## src/rtl/mbscore_bus_arbiter_pkg.sv

```systemverilog
// Shared constants for the MBScore RAM-port arbiter: default widths,
// FSM state encodings and the encoding of the outstanding read's owner.
package mbscore_bus_arbiter_pkg;

  localparam int DATA_WIDTH_DEF = 32;
  localparam int ADDR_WIDTH_DEF = 32;

  localparam logic [0:0] ST_IDLE    = 1'b0;
  localparam logic [0:0] ST_RD_WAIT = 1'b1;

  typedef enum logic [1:0] {
    OWN_NONE = 2'd0,
    OWN_INST = 2'd1,
    OWN_DATA = 2'd2
  } owner_e;

endpackage

```

## src/rtl/mbscore_bus_arbiter_prio.sv

```systemverilog
// Winner select for the shared RAM port: data beats inst. With
// MBS_BUS_STARVE_GUARD_EN a run of STARVE_MAX data grants against a waiting fetch forces one inst grant.
module mbscore_bus_prio #(
  parameter int STARVE_MAX = 4
) (
`ifdef MBS_BUS_STARVE_GUARD_EN
  input  logic clk,
  input  logic rst_n,
`endif
  input  logic i_arb_en,
  input  logic i_inst_req,
  input  logic i_data_req,
  output logic o_win_inst,
  output logic o_win_data
);

`ifdef MBS_BUS_STARVE_GUARD_EN
  localparam int CW = $clog2(STARVE_MAX + 1);

  logic [CW-1:0] r_starve_cnt;
  logic          w_force_inst;

  assign w_force_inst = i_inst_req && (r_starve_cnt >= CW'(STARVE_MAX));
  assign o_win_data   = i_arb_en && i_data_req && !w_force_inst;
  assign o_win_inst   = i_arb_en && i_inst_req && !o_win_data;

  // Only data grants that leave a fetch waiting extend the run.
  always_ff @(posedge clk or negedge rst_n) begin
    if (!rst_n) begin
      r_starve_cnt <= '0;
    end else if (o_win_inst) begin
      r_starve_cnt <= '0;
    end else if (o_win_data) begin
      if (!i_inst_req)
        r_starve_cnt <= '0;
      else if (r_starve_cnt != CW'(STARVE_MAX))
        r_starve_cnt <= r_starve_cnt + 1'b1;
    end
  end
`else
  assign o_win_data = i_arb_en && i_data_req;
  assign o_win_inst = i_arb_en && i_inst_req && !i_data_req;
`endif

endmodule

```

## src/rtl/mbscore_bus_arbiter.sv

```systemverilog
// Sequences MBScore's single RAM port between fetch and load/store, one access
// outstanding. Optional starvation guard: define MBS_BUS_STARVE_GUARD_EN.
module mbscore_bus_arbiter
  import mbscore_bus_arbiter_pkg::*;
#(
  parameter int DATA_WIDTH = DATA_WIDTH_DEF,
  parameter int ADDR_WIDTH = ADDR_WIDTH_DEF,
  parameter int RAM_LAT    = 1,
  parameter int STARVE_MAX = 4
) (
  input  logic                  clk,
  input  logic                  rst_n,
  input  logic                  inst_req,
  input  logic [ADDR_WIDTH-1:0] inst_addr,
  output logic                  inst_gnt,
  output logic                  inst_rvalid,
  output logic [DATA_WIDTH-1:0] inst_rdata,
  input  logic                  data_req,
  input  logic                  data_we,
  input  logic [ADDR_WIDTH-1:0] data_addr,
  input  logic [DATA_WIDTH-1:0] data_wdata,
  output logic                  data_gnt,
  output logic                  data_rvalid,
  output logic [DATA_WIDTH-1:0] data_rdata,
  output logic [ADDR_WIDTH-1:0] ram_addr,
  output logic                  ram_re,
  output logic                  ram_we,
  output logic [DATA_WIDTH-1:0] ram_wdata,
  input  logic [DATA_WIDTH-1:0] ram_rdata
);

  localparam int LAT_W = 2;

  logic [0:0]            r_state;
  logic [LAT_W-1:0]      r_lat_cnt;
  owner_e                r_owner;
  logic                  r_inst_rvalid;
  logic                  r_data_rvalid;
  logic [DATA_WIDTH-1:0] r_inst_rdata;
  logic [DATA_WIDTH-1:0] r_data_rdata;

  logic w_arb_en;
  logic w_win_inst;
  logic w_win_data;
  logic w_ram_re;
  logic w_ram_we;

  // Gating with rst_n keeps every strobe low while reset is held.
  assign w_arb_en = rst_n && (r_state == ST_IDLE);

  mbscore_bus_prio #(
    .STARVE_MAX (STARVE_MAX)
  ) u_prio (
`ifdef MBS_BUS_STARVE_GUARD_EN
    .clk        (clk),
    .rst_n      (rst_n),
`endif
    .i_arb_en   (w_arb_en),
    .i_inst_req (inst_req),
    .i_data_req (data_req),
    .o_win_inst (w_win_inst),
    .o_win_data (w_win_data)
  );

  assign w_ram_we = w_win_data && data_we;
  assign w_ram_re = w_win_inst || (w_win_data && !data_we);

  assign inst_gnt    = w_win_inst;
  assign data_gnt    = w_win_data;
  assign ram_re      = w_ram_re;
  assign ram_we      = w_ram_we;
  assign ram_addr    = w_win_data ? data_addr : (w_win_inst ? inst_addr : '0);
  assign ram_wdata   = w_ram_we ? data_wdata : '0;
  assign inst_rvalid = r_inst_rvalid;
  assign data_rvalid = r_data_rvalid;
  assign inst_rdata  = r_inst_rdata;
  assign data_rdata  = r_data_rdata;

  always_ff @(posedge clk or negedge rst_n) begin
    if (!rst_n) begin
      r_state       <= ST_IDLE;
      r_lat_cnt     <= '0;
      r_owner       <= OWN_NONE;
      r_inst_rvalid <= 1'b0;
      r_data_rvalid <= 1'b0;
      r_inst_rdata  <= '0;
      r_data_rdata  <= '0;
    end else begin
      r_inst_rvalid <= 1'b0;
      r_data_rvalid <= 1'b0;
      if (r_state == ST_IDLE) begin
        if (w_ram_we) begin
          r_data_rvalid <= 1'b1;
        end else if (w_ram_re) begin
          r_state   <= ST_RD_WAIT;
          r_owner   <= w_win_inst ? OWN_INST : OWN_DATA;
          r_lat_cnt <= LAT_W'(RAM_LAT - 1);
        end
      end else if (r_lat_cnt == '0) begin
        // ram_rdata is valid now; an ownerless wait just falls back to IDLE.
        r_state <= ST_IDLE;
        r_owner <= OWN_NONE;
        if (r_owner == OWN_INST) begin
          r_inst_rdata  <= ram_rdata;
          r_inst_rvalid <= 1'b1;
        end else if (r_owner == OWN_DATA) begin
          r_data_rdata  <= ram_rdata;
          r_data_rvalid <= 1'b1;
        end
      end else begin
        r_lat_cnt <= r_lat_cnt - 1'b1;
      end
    end
  end

endmodule

```

## config.mk

```make
export PLATFORM = sky130hd
export DESIGN_NAME = mbscore_bus_arbiter
export DESIGN_NICKNAME = d
export VERILOG_FILES = /design/src/rtl/mbscore_bus_arbiter_pkg.sv /design/src/rtl/mbscore_bus_arbiter_prio.sv /design/src/rtl/mbscore_bus_arbiter.sv
export SDC_FILE = /design/constraint.sdc
export NUM_CORES = 1
export LEC_CHECK = 0
export CAP_MARGIN = 20
export CORE_MARGIN = 4
export CORE_UTILIZATION = 33
export DETAILED_ROUTE_END_ITERATION = 6
export PLACE_DENSITY = 0.83
export SLEW_MARGIN = 25
export SYNTH_ARGS = -nofsm -noshare
export SYNTH_HDL_FRONTEND = slang
export SYNTH_SLANG_ARGS = --single-unit
```

## constraint.sdc

```tcl
create_clock -name clk -period 2.2 [get_ports clk]
set_clock_uncertainty 0.1 [all_clocks]
set_input_delay 0.44 -clock clk [delete_from_list [all_inputs] [get_ports clk]]
set_output_delay 0.44 -clock clk [all_outputs]
set_load 0.05 [all_outputs]
```

==> impl_metrics.py <==
metrics = {
    "run_status": {
        "status": "finished with violations",
        "violations": "negative setup slack",
    },
    "clock_network": {
        "clk_latency_ns": 0.33,
        "clock_path_buffers": 2,
        "cts_buffers": 9,
        "clockRootBuffer": "clkbuf_8",
        "cts_tree": "done",
        "h-tree-depth": 3,
        "cts.sinks": 71,
        "cts_hold_buf": 0,
        "clk_pin_slew_worst_paths_ns": 0.09,
    },
    "global_routing": {
        "grt_first_pass_wirelength_um": 21300,
        "busiest_layer": "met2",
        "antenna_found_initial": 1,
        "grtUsageMet2_pct": 45.8,
        "gr-usage-met1_pct": 24.7,
        "grt_overflow": 0,
        "grt_pass1_vias": 3668,
        "grt_use_met3_pct": 7.64,
        "grt_max_degree": 72,
        "track_usage_pct": 24.0,
    },
    "floorplanning": {
        "io_pins": 267,
        "num_rows": 36,
        "die_w_um": 109,
        "core_um2": 9860,
        "fp.dieH_um": 109,
        "start_util_pct": 34.3,
        "die-area_um2": 11900,
    },
    "drt": {
        "drc_errors": 0,
        "dr.pass1.iters": 6,
        "antenna_left": 0,
        "wirelength_um": 16500,
        "first_iter_violations": 120,
        "vias": 3332,
        "via_per_inst": 4.96,
        "avgRoutedWirePerCell_um": 24.5,
    },
    "layout": {
        "fin_nets": 666,
        "utilization_pct": 78.1,
        "fillers": 552,
        "mostFrequentLayoutCells": "194 x clkdlybuf4s50_1, 72 x buf_12, 71 x dfrtp_1",
        "layout_commonest_cell": "clkdlybuf4s50_1",
        "area_growth_pct": 128,
        "drive_gt1_share_pct": 45.8,
    },
    "synthesis": {
        "synthMuxAreaShare_pct": 22.0,
        "synth_top_area_cell": "dfrtp_1",
        "synth_top_family_by_area": "multiplexers",
        "synth_compound_area_share_pct": 9.07,
        "ys.flop_type": "dfrtp_1",
        "seq_area_frac_synth_pct": 52.6,
        "yosys.area_share.simple_pct": 10.4,
        "syn_inst": 242,
        "synth_warnings": 0,
        "synthTopCellsByArea": "dfrtp_1 53%, mux2_2 20%, a22o_1 8.3%",
        "syn_area_um2": 3380,
        "synthAdderAreaFrac_pct": 0.370,
        "synth_top_area_share_pct": 52.6,
        "avgSynthCellArea_um2": 14.0,
        "synth_edf_count": 0,
        "ys_ff_latch": 71,
        "syn-num-nets": 376,
        "async_reset_ff_share_pct": 100,
        "synth-xor-area-share_pct": 0,
        "yosysUniqueCellTypes": 26,
    },
    "placed_design": {
        "port_buffers": 266,
        "dpl.hpwl_um": 10800,
        "routabilityCongestion": 0.765,
    },
    "worst_setup_path": {
        "critPathArrivalTime_ns": 1.77,
        "worstPathMaxFanout": 7,
        "crit_type": "in -> out",
        "reg2reg_to": "inst_rdata[26]$_DFFE_PN0P_",
        "crit_path_end_kind": "output pin",
        "reg2reg_from": "r_lat_cnt[0]$_DFFE_PN0P_",
        "crit_required_ns": 1.66,
        "r2r_slack_ns": 0.17,
        "critPathLaunchType": "input pin",
        "reg2regPathDepth": 4,
    },
    "sta": {
        "fin_crit_sh_pct": 105,
        "setup_viol": 38,
        "final_max_slew_viol_count": 0,
        "hold_violations": 0,
        "fin_ws_ns": -0.111,
        "rsz0062_at_grt": "true",
        "tightest_slew_ns": 0.889,
        "layout_min_cycle_time_ns": 2.31,
        "relSlewSlack_pct": 40.7,
        "max_freq_ghz": 0.433,
    },
    "pwr": {
        "finalPower_mw": 9.69,
        "power.density_nw_per_um2": 1260,
        "leakage_nw": 3.33,
        "peakVddDrop_uv": 1290,
    },
    "worst_hold_path": {
        "hp-class": "in -> async",
    },
    "job": {
        "drv_cap": 0,
    },
}
## worst max path at each step
stage	from	to	slack, ns	depth (start not counted)
after floorplan	r_state$_DFF_PN0_	ram_wdata[18]	0.02	5
after global placement	data_req	ram_addr[13]	-0.24	5
after detailed placement	data_req	ram_addr[13]	-0.28	5
after CTS	r_state$_DFF_PN0_	ram_addr[18]	-0.19	5
after global routing	r_state$_DFF_PN0_	ram_addr[17]	-0.19	5
final	data_req	ram_addr[17]	-0.11	6
## cells by family (layout without fill, tap and decap cells)
family,count (synthesis),count (layout)
flops,71,71
mux,65,65
simple gates,47,48
compound gates,36,36
buf+inv,22,316
fa+ha+maj,1,1
other cells,0,2
## layout make-up
class / count / area, µm² / area share (%)
multi-input cells: 150 / 1790 / 23.2
diodes: 2 / 5.00 / 0.0649
inverters: 3 / 11.3 / 0.146
clock buffers: 9 / 124 / 1.61
flip-flops and latches: 71 / 1780 / 23.1
repair buffers: 297 / 3760 / 48.8
clock inverters: 7 / 80.1 / 1.04
well taps: 133 / 166 / 2.16
## synthesized netlist by cell type (3+ instances only)
library cell / n
buf_2: 3
and2_1: 32
inv_1: 3
nand2_1: 3
buf_6: 13
mux2_2: 60
mux2_1: 4
a22o_1: 32
dfrtp_1: 71
## metal layers
metal	up-vias	routed length (µm)	share of wire (%)
met5	-	0	0
met4	0	462	2.8
met2	166	9210	56
met1	1672	5650	34
met3	33	1170	7.1
li1	1461	-	-
## registers in the layout (all words and copies together), names as in the netlist
signal	cells
data_rdata	32
inst_rvalid	1
r_owner	2
r_state	1
data_rvalid	1
inst_rdata	32
r_lat_cnt	2
## through the flow
stage	std cells	TNS (ns)	hold slack, ns	instance area (µm²)	setup slack (ns)
detailed placement	635	-11.52	0.382	6850	-0.278
floorplan	242	0	0.0444	3380	0.0213
global placement	635	-10.06	0.375	6850	-0.244
CTS	663	-4.28	0.293	7470	-0.188
global route	671	-5.88	0.378	7700	-0.191
finish	672	-2.08	0.317	7710	-0.111
## report_power, final
part           leakage (nW)  switching, mW  total, mW  internal [mW]
Sequential            0.837          0.379       2.34           1.96
Combinational          2.39           3.73       6.28           2.55
Clock                 0.102          0.536       1.08          0.540
## timing repair
| action | CTS | global route |
|---|---|---|
| cloned | 5 | 6 |
| setup buffers | 7 | 4 |
| pin swaps | 24 | 15 |
| setup endpoints to repair | 67 | 99 |
| resized for setup | 56 | 22 |
## critical path, stage by stage
cell           delay [ns]
dlygate4sd2_1        0.30
nor4bb_4             0.30
buf_4                0.18
buf_4                0.19
a22o_1               0.20
buf_12               0.15
Power figures use the tool's default switching activity.
